<file path="src/rtl/fir_seq_ctrl_if.sv">
// ============================================================================
// Module      : fir_seq_ctrl_if
// Description : Sample, result and coefficient-configuration bundle for the
//               time-multiplexed FIR sequencer. The master modport is the
//               sample source / consumer / configuration side; the slave
//               modport is the sequencer.
// Revision    : 1.0 - initial release
// ============================================================================
`default_nettype none

interface fir_seq_ctrl_if #(
  parameter int DATA_W = 8,
  parameter int COEF_W = 8,
  parameter int TAPS   = 3,
  parameter int ACC_W  = 18
);
  logic                    in_valid;
  logic                    in_ready;
  logic [DATA_W-1:0]       in_data;
  logic                    out_valid;
  logic                    out_ready;
  logic [ACC_W-1:0]        out_data;
  logic                    cfg_we;
  logic [$clog2(TAPS)-1:0] cfg_addr;
  logic [COEF_W-1:0]       cfg_data;
  logic                    cfg_err;
  logic                    busy;

  modport master (
    output in_valid, in_data, out_ready, cfg_we, cfg_addr, cfg_data,
    input  in_ready, out_valid, out_data, cfg_err, busy
  );

  modport slave (
    input  in_valid, in_data, out_ready, cfg_we, cfg_addr, cfg_data,
    output in_ready, out_valid, out_data, cfg_err, busy
  );
endinterface

`default_nettype wire

</file>
<file path="src/rtl/fir_seq_ctrl.sv">
// ============================================================================
// Module      : fir_seq_ctrl
// Description : Time-multiplexed FIR sequencer. Accepts one sample per
//               handshake into a TAPS-deep delay line, then performs one
//               multiply-accumulate per cycle against a runtime-loadable
//               coefficient file and presents the sum on a valid/ready port.
//               Optional macro FIR_SEQ_FLUSH_EN adds a synchronous flush input
//               that clears the delay line and discards any pending result.
// Revision    : 1.0 - initial release
// ============================================================================
`default_nettype none

module fir_seq_ctrl #(
  parameter int DATA_W   = 8,
  parameter int COEF_W   = 8,
  parameter int TAPS     = 3,
  parameter int ACC_W    = 18,
  parameter int COEF_RST = 1
) (
  input  wire logic          clk,
  input  wire logic          rst_n,
`ifdef FIR_SEQ_FLUSH_EN
  input  wire logic          flush,
`endif
  fir_seq_ctrl_if.slave      bus
);

  localparam int c_addr_w = $clog2(TAPS);
  localparam int c_prod_w = DATA_W + COEF_W;

  typedef enum logic [1:0] {
    S_IDLE = 2'd0,
    S_MAC  = 2'd1,
    S_OUT  = 2'd2
  } state_t;

  state_t              r_state;
  logic [DATA_W-1:0]   r_x    [TAPS];
  logic [COEF_W-1:0]   r_coef [TAPS];
  logic [ACC_W-1:0]    r_acc;
  logic [c_addr_w-1:0] r_idx;
  logic [ACC_W-1:0]    r_out_data;
  logic                r_out_valid;
  logic                r_in_ready;
  logic                r_busy;
  logic                r_cfg_err;

  logic                w_flush;
  logic                w_in_fire;
  logic                w_cfg_ok;
  logic                w_cfg_commit;
  logic                w_cfg_reject;
  logic [c_prod_w-1:0] w_prod;
  logic [ACC_W-1:0]    w_sum;

`ifdef FIR_SEQ_FLUSH_EN
  assign w_flush = flush;
`else
  assign w_flush = 1'b0;
`endif

  // The registered ready is masked by flush so a flushed cycle never accepts.
  assign bus.in_ready  = r_in_ready & ~w_flush;
  assign bus.out_valid = r_out_valid;
  assign bus.out_data  = r_out_data;
  assign bus.cfg_err   = r_cfg_err;
  assign bus.busy      = r_busy;

  assign w_in_fire    = bus.in_valid & bus.in_ready;
  assign w_cfg_ok     = bus.cfg_we && (r_state == S_IDLE) && (int'(bus.cfg_addr) < TAPS);
  // Flush wins over a config write; such a write is silently dropped.
  assign w_cfg_commit = w_cfg_ok & ~w_flush;
  assign w_cfg_reject = bus.cfg_we & ~w_cfg_ok & ~w_flush;

  // Single shared multiplier; the sum wraps modulo 2^ACC_W.
  assign w_prod = c_prod_w'(r_x[r_idx]) * c_prod_w'(r_coef[r_idx]);
  assign w_sum  = r_acc + ACC_W'(w_prod);

  // Coefficient file and write-rejection pulse; untouched by flush.
  always_ff @(posedge clk or negedge rst_n) begin
    if (!rst_n) begin
      for (int k = 0; k < TAPS; k++) r_coef[k] <= COEF_W'(COEF_RST);
      r_cfg_err <= 1'b0;
    end else begin
      if (w_cfg_commit) r_coef[bus.cfg_addr] <= bus.cfg_data;
      r_cfg_err <= w_cfg_reject;
    end
  end

  // Sequencer FSM: accept sample, walk all taps, hold result until consumed.
  always_ff @(posedge clk or negedge rst_n) begin
    if (!rst_n) begin
      r_state     <= S_IDLE;
      for (int k = 0; k < TAPS; k++) r_x[k] <= '0;
      r_acc       <= '0;
      r_idx       <= '0;
      r_out_data  <= '0;
      r_out_valid <= 1'b0;
      r_in_ready  <= 1'b0;
      r_busy      <= 1'b0;
    end else if (w_flush) begin
      r_state     <= S_IDLE;
      for (int k = 0; k < TAPS; k++) r_x[k] <= '0;
      r_acc       <= '0;
      r_idx       <= '0;
      r_out_valid <= 1'b0;
      r_in_ready  <= 1'b1;
      r_busy      <= 1'b0;
    end else begin
      case (r_state)
        S_IDLE: begin
          r_in_ready <= 1'b1;
          if (w_in_fire) begin
            for (int k = TAPS - 1; k > 0; k--) r_x[k] <= r_x[k-1];
            r_x[0]     <= bus.in_data;
            r_acc      <= '0;
            r_idx      <= '0;
            r_state    <= S_MAC;
            r_busy     <= 1'b1;
            r_in_ready <= 1'b0;
          end
        end
        S_MAC: begin
          r_acc <= w_sum;
          r_idx <= r_idx + c_addr_w'(1);
          if (r_idx == c_addr_w'(TAPS - 1)) begin
            r_out_data  <= w_sum;
            r_out_valid <= 1'b1;
            r_state     <= S_OUT;
          end
        end
        S_OUT: begin
          if (bus.out_ready) begin
            r_out_valid <= 1'b0;
            r_busy      <= 1'b0;
            r_in_ready  <= 1'b1;
            r_state     <= S_IDLE;
          end
        end
        default: begin
          r_state <= S_IDLE;
        end
      endcase
    end
  end

endmodule

`default_nettype wire

</file>
<file path="src/flat_wrapper.sv">
// flat-port wrapper written by rule: the top's interface ports become plain ports
module fir_seq_ctrl_flat 
#(
  parameter int DATA_W   = 8,
  parameter int COEF_W   = 8,
  parameter int TAPS     = 3,
  parameter int ACC_W    = 18,
  parameter int COEF_RST = 1
)
  (clk, rst_n, bus_in_valid, bus_in_data, bus_out_ready, bus_cfg_we, bus_cfg_addr, bus_cfg_data, bus_in_ready, bus_out_valid, bus_out_data, bus_cfg_err, bus_busy);
  fir_seq_ctrl_if #(.DATA_W(DATA_W), .COEF_W(COEF_W), .TAPS(TAPS), .ACC_W(ACC_W)) bus_i ();
  input  wire logic clk;
  input  wire logic rst_n;
  input wire logic [$bits(bus_i.in_valid)-1:0] bus_in_valid;
  input wire logic [$bits(bus_i.in_data)-1:0] bus_in_data;
  input wire logic [$bits(bus_i.out_ready)-1:0] bus_out_ready;
  input wire logic [$bits(bus_i.cfg_we)-1:0] bus_cfg_we;
  input wire logic [$bits(bus_i.cfg_addr)-1:0] bus_cfg_addr;
  input wire logic [$bits(bus_i.cfg_data)-1:0] bus_cfg_data;
  output wire logic [$bits(bus_i.in_ready)-1:0] bus_in_ready;
  output wire logic [$bits(bus_i.out_valid)-1:0] bus_out_valid;
  output wire logic [$bits(bus_i.out_data)-1:0] bus_out_data;
  output wire logic [$bits(bus_i.cfg_err)-1:0] bus_cfg_err;
  output wire logic [$bits(bus_i.busy)-1:0] bus_busy;
  assign bus_i.in_valid = bus_in_valid;
  assign bus_i.in_data = bus_in_data;
  assign bus_i.out_ready = bus_out_ready;
  assign bus_i.cfg_we = bus_cfg_we;
  assign bus_i.cfg_addr = bus_cfg_addr;
  assign bus_i.cfg_data = bus_cfg_data;
  assign bus_in_ready = bus_i.in_ready;
  assign bus_out_valid = bus_i.out_valid;
  assign bus_out_data = bus_i.out_data;
  assign bus_cfg_err = bus_i.cfg_err;
  assign bus_busy = bus_i.busy;
  fir_seq_ctrl #(.DATA_W(DATA_W), .COEF_W(COEF_W), .TAPS(TAPS), .ACC_W(ACC_W), .COEF_RST(COEF_RST)) u_core (.clk(clk), .rst_n(rst_n), .bus(bus_i));
endmodule
</file>
<file path="config.mk">
export PLATFORM = sky130hd
export DESIGN_NAME = fir_seq_ctrl_flat
export DESIGN_NICKNAME = d
export VERILOG_FILES = /design/src/rtl/fir_seq_ctrl_if.sv /design/src/rtl/fir_seq_ctrl.sv /design/src/flat_wrapper.sv
export SDC_FILE = /design/constraint.sdc
export NUM_CORES = 1
export LEC_CHECK = 0
export BUFFER_PORTS_ARGS = -buffer_cell sky130_fd_sc_hd__buf_2
export CORE_ASPECT_RATIO = 0.7
export CORE_UTILIZATION = 50
export CTS_CLUSTER_DIAMETER = 60
export DETAILED_ROUTE_END_ITERATION = 10
export MAX_ROUTING_LAYER = met4
export PLACE_DENSITY = 0.66
export REMOVE_ABC_BUFFERS = 1
export SLEW_MARGIN = 20
export SYNTH_ARGS = -nofsm -noshare
export SYNTH_HDL_FRONTEND = slang
export SYNTH_SLANG_ARGS = --single-unit
export TNS_END_PERCENT = 50
</file>
<file path="constraint.sdc">
create_clock -name clk -period 13.7 [get_ports clk]
set_clock_uncertainty 0.2 [all_clocks]
set_input_delay 0.685 -clock clk [delete_from_list [all_inputs] [get_ports clk]]
set_output_delay 0.685 -clock clk [all_outputs]
set_load 0.005 [all_outputs]
</file>
==> impl_metrics.env <==
export IMPL_status="complete, no violations"
export IMPL_placed_area_sq_um=6940
export IMPL_r2r_end="u_core.bus.out_data[17]"
export IMPL_cts_resized_gates=0
export IMPL_firstDrtPassIters=7
export IMPL_cts_htree_levels=3
export IMPL_reg2reg_slack_ns=7.20
export IMPL_hp_class="input pin to asynchronous set/reset pin"
export IMPL_hold_buffers=0
export IMPL_synthSimpleGateAreaFrac_pct=12.6
export IMPL_cts_sinks=92
export IMPL_dieArea_sq_um=13600
export IMPL_cp_arrival_ns=6.53
export IMPL_synth_edf_count=0
export IMPL_wl_per_cell_microns=17.2
export IMPL_cts_tree="built"
export IMPL_rr_startpoint="u_core.r_idx[1]"
export IMPL_period_needed_ns=6.50
export IMPL_post_place_cells=844
export IMPL_synth_xor_area_share_pct=1.20
export IMPL_chipHeight_microns=97.9
export IMPL_grtUsageTotal_pct=24.6
export IMPL_boundaryPins=45
export IMPL_final_period_utilization_pct=47.4
export IMPL_worstPathMaxFanout=22
export IMPL_post_cts_setup_buffers=0
export IMPL_rows=34
export IMPL_mappedNetlistArea_sq_um=6570
export IMPL_core_area_sq_um=12600
export IMPL_antennaDiodeCount=0
export IMPL_synthAdderAreaFrac_pct=23.0
export IMPL_dp_final_hpwl_microns=11400
export IMPL_grt_pass1_vias=4967
export IMPL_drive_gt1_share_pct=19.5
export IMPL_max_slew_margin_pct=29.8
export IMPL_clk_pin_slew_ns=0.07
export IMPL_synthCells=654
export IMPL_maxSlewViolCount=0
export IMPL_io_buffer_count=44
export IMPL_setup_tns_ns=0
export IMPL_finalHoldViolCount=0
export IMPL_r2r_cells=17
export IMPL_stdcell_count=860
export IMPL_ys_types=49
export IMPL_crit_end="u_core.bus.out_data[17]"
export IMPL_startpoint="u_core.r_idx[1]"
export IMPL_die_width_microns=139
export IMPL_ant_nets=0
export IMPL_cts_buffers=9
export IMPL_fin_area_sq_um=7240
export IMPL_synth_top_family_by_area="adder cells"
export IMPL_synthMuxAreaShare_pct=11.7
export IMPL_rsz0062_at_grt="false"
export IMPL_fin_nets=807
export IMPL_clkLatencyLatePin_ns=0.34
export IMPL_cts_buffer_depth=2
export IMPL_viasPerCell=5.48
export IMPL_criticalPathCategory="flip-flop to flip-flop"
export IMPL_synth_seq_area_share_pct=35.1
export IMPL_ys_ff_latch=92
export IMPL_grt_overflow=0
export IMPL_antenna_found_initial=0
export IMPL_synth_ff_type="dfrtp_1"
export IMPL_tightest_slew_ns=1.05
export IMPL_async_flop_share_pct=100
export IMPL_start_util_pct=52.0
export IMPL_drcViolationCount=0
export IMPL_area_delta_synth_final_pct=10.2
export IMPL_cts_root_buf="clkbuf_16"
export IMPL_synth_compound_area_share_pct=9.24
export IMPL_gp_congestion=0.911
export IMPL_cp_required_ns=13.73
export IMPL_grt_pass1_wl_microns=25400
export IMPL_grt_max_degree=68
export IMPL_cap_violations=0
export IMPL_worstSetupEndpointType="flip-flop"
export IMPL_wirelength_microns=14800
export IMPL_avgSynthCellArea_sq_um=10.0
export IMPL_finalSetupViolCount=0
export IMPL_drt_iter0_drc=284
export IMPL_synth_warnings=0
export IMPL_routed_via_count=4713
export IMPL_fmax_mhz=154
export IMPL_start_kind="flip-flop"
export IMPL_fill_cells=1109
cell families (layout without fill, tap and decap cells):
kind of cell | count (synthesis) | count (layout)
mux | 70 | 70
fa+ha+maj | 91 | 91
compound gates | 93 | 93
simple gates | 177 | 177
flops | 92 | 92
buf+inv | 122 | 166
xor+xnor | 9 | 9
how the worst min path moves through the flow:
stage	start	cells past startpoint	end
2_1_floorplan	rst_n	0	u_core.bus.busy
3_5_place_dp	u_core.bus.out_data[9]	2	u_core.bus.out_data[9]
6_report	rst_n	1	u_core.r_x[11]
4_1_cts	rst_n	1	u_core.r_x[11]
5_1_grt	rst_n	1	u_core.r_x[11]
3_3_place_gp	u_core.bus.out_data[8]	2	u_core.bus.out_data[8]
layout make-up:
| cell class | instances | area (sq um) | share of cell area [%] |
|---|---|---|---|
| inverter | 103 | 387 | 5.34 |
| sequential | 92 | 2310 | 31.8 |
| timing repair buffer | 47 | 245 | 3.39 |
| tap | 162 | 203 | 2.80 |
| multi-input combinational | 440 | 3800 | 52.5 |
| clock inverter | 7 | 72.6 | 1.00 |
| clock buffer | 9 | 225 | 3.11 |
routing by layer:
metal / wire length, microns / GRT usage [%] / up-vias
li1: - / - / 2212
met1: 7620 / 35.3 / 2353
met2: 6130 / 35.7 / 129
met3: 883 / 5.59 / 19
met4: 163 / 5.13 / 0
met5: 0 / - / -
cells in the mapped netlist (6+ instances only):
cell type | n | area share [%]
nand2b_1 | 9 | 0.86
ha_1 | 41 | 7.8
xor2_1 | 7 | 0.93
inv_1 | 103 | 5.9
a21o_1 | 11 | 1.3
nor2_1 | 50 | 2.9
nand3_1 | 29 | 2.2
o21ai_0 | 27 | 2.1
nor2b_1 | 8 | 0.76
mux2i_1 | 18 | 2.7
or2_2 | 6 | 0.57
mux2_2 | 52 | 8.9
a21oi_1 | 20 | 1.5
dfrtp_1 | 89 | 34
fa_1 | 50 | 15
clkbuf_1 | 7 | 0.40
buf_2 | 9 | 0.69
nand2_1 | 57 | 3.3
registers in the layout, indices dropped and copies added (netlist names):
signal / cells
u_core.bus.out_valid: 1
u_core.bus.out_data: 18
u_core.r_acc: 18
u_core.r_x: 24
u_core.r_state: 2
u_core.r_idx: 2
u_core.bus.in_ready: 1
u_core.r_coef: 24
u_core.bus.busy: 1
u_core.bus.cfg_err: 1
through the flow:
step	hold slack [ns]	util [%]	worst slack (ns)
finish	0.0396	57.3	7.20
global placement	0.257	54.9	7.27
global route	0.0635	57.3	6.79
CTS	0.0496	57.3	7.16
floorplan	0.189	-	8.14
detailed placement	0.266	54.9	7.18
placed cells by master, fill, tap and decap left out, drive strengths merged, types with 2 or more instances in the layout:
master | Yosys | routed
nand3 | 29 | 29
and4 | 2 | 2
nand4 | 3 | 3
a21oi | 22 | 22
ha | 41 | 41
a211oi | 3 | 3
o31ai | 4 | 4
buf | 12 | 47
xor2 | 7 | 7
a211o | 2 | 2
a21o | 12 | 12
xnor2 | 2 | 2
mux2i | 18 | 18
and2 | 3 | 3
nor2 | 51 | 51
nand2 | 57 | 57
inv | 103 | 105
a31oi | 3 | 3
o22a | 2 | 2
nor3 | 3 | 3
nand2b | 9 | 9
fa | 50 | 50
and3 | 2 | 2
clkinv | 0 | 5
mux2 | 52 | 52
dfstp | 3 | 3
o21a | 5 | 5
nor2b | 8 | 8
or2 | 6 | 6
dfrtp | 89 | 89
o21ai | 33 | 33
a21boi | 2 | 2
clkbuf | 7 | 9
nand4b | 3 | 3
worst max-delay path, cell delays in order, from the launching register on:
cell      delay, ns
dfrtp_1        1.03
mux2i_1        0.33
nor2_1         0.08
a21oi_1        0.59
nor2_1         0.18
fa_1           0.54
fa_1           0.52
fa_1           0.55
inv_1          0.05
fa_1           0.54
inv_1          0.05
ha_1           0.40
a21oi_2        0.21
o21ai_2        0.12
a221oi_4       0.30
mux2i_1        0.40
a211o_1        0.18
nand3_1        0.07
Power is left out: the tool's default activity adds up to more than one toggle a clock period on the data nets, which glitch-free logic cannot reach.
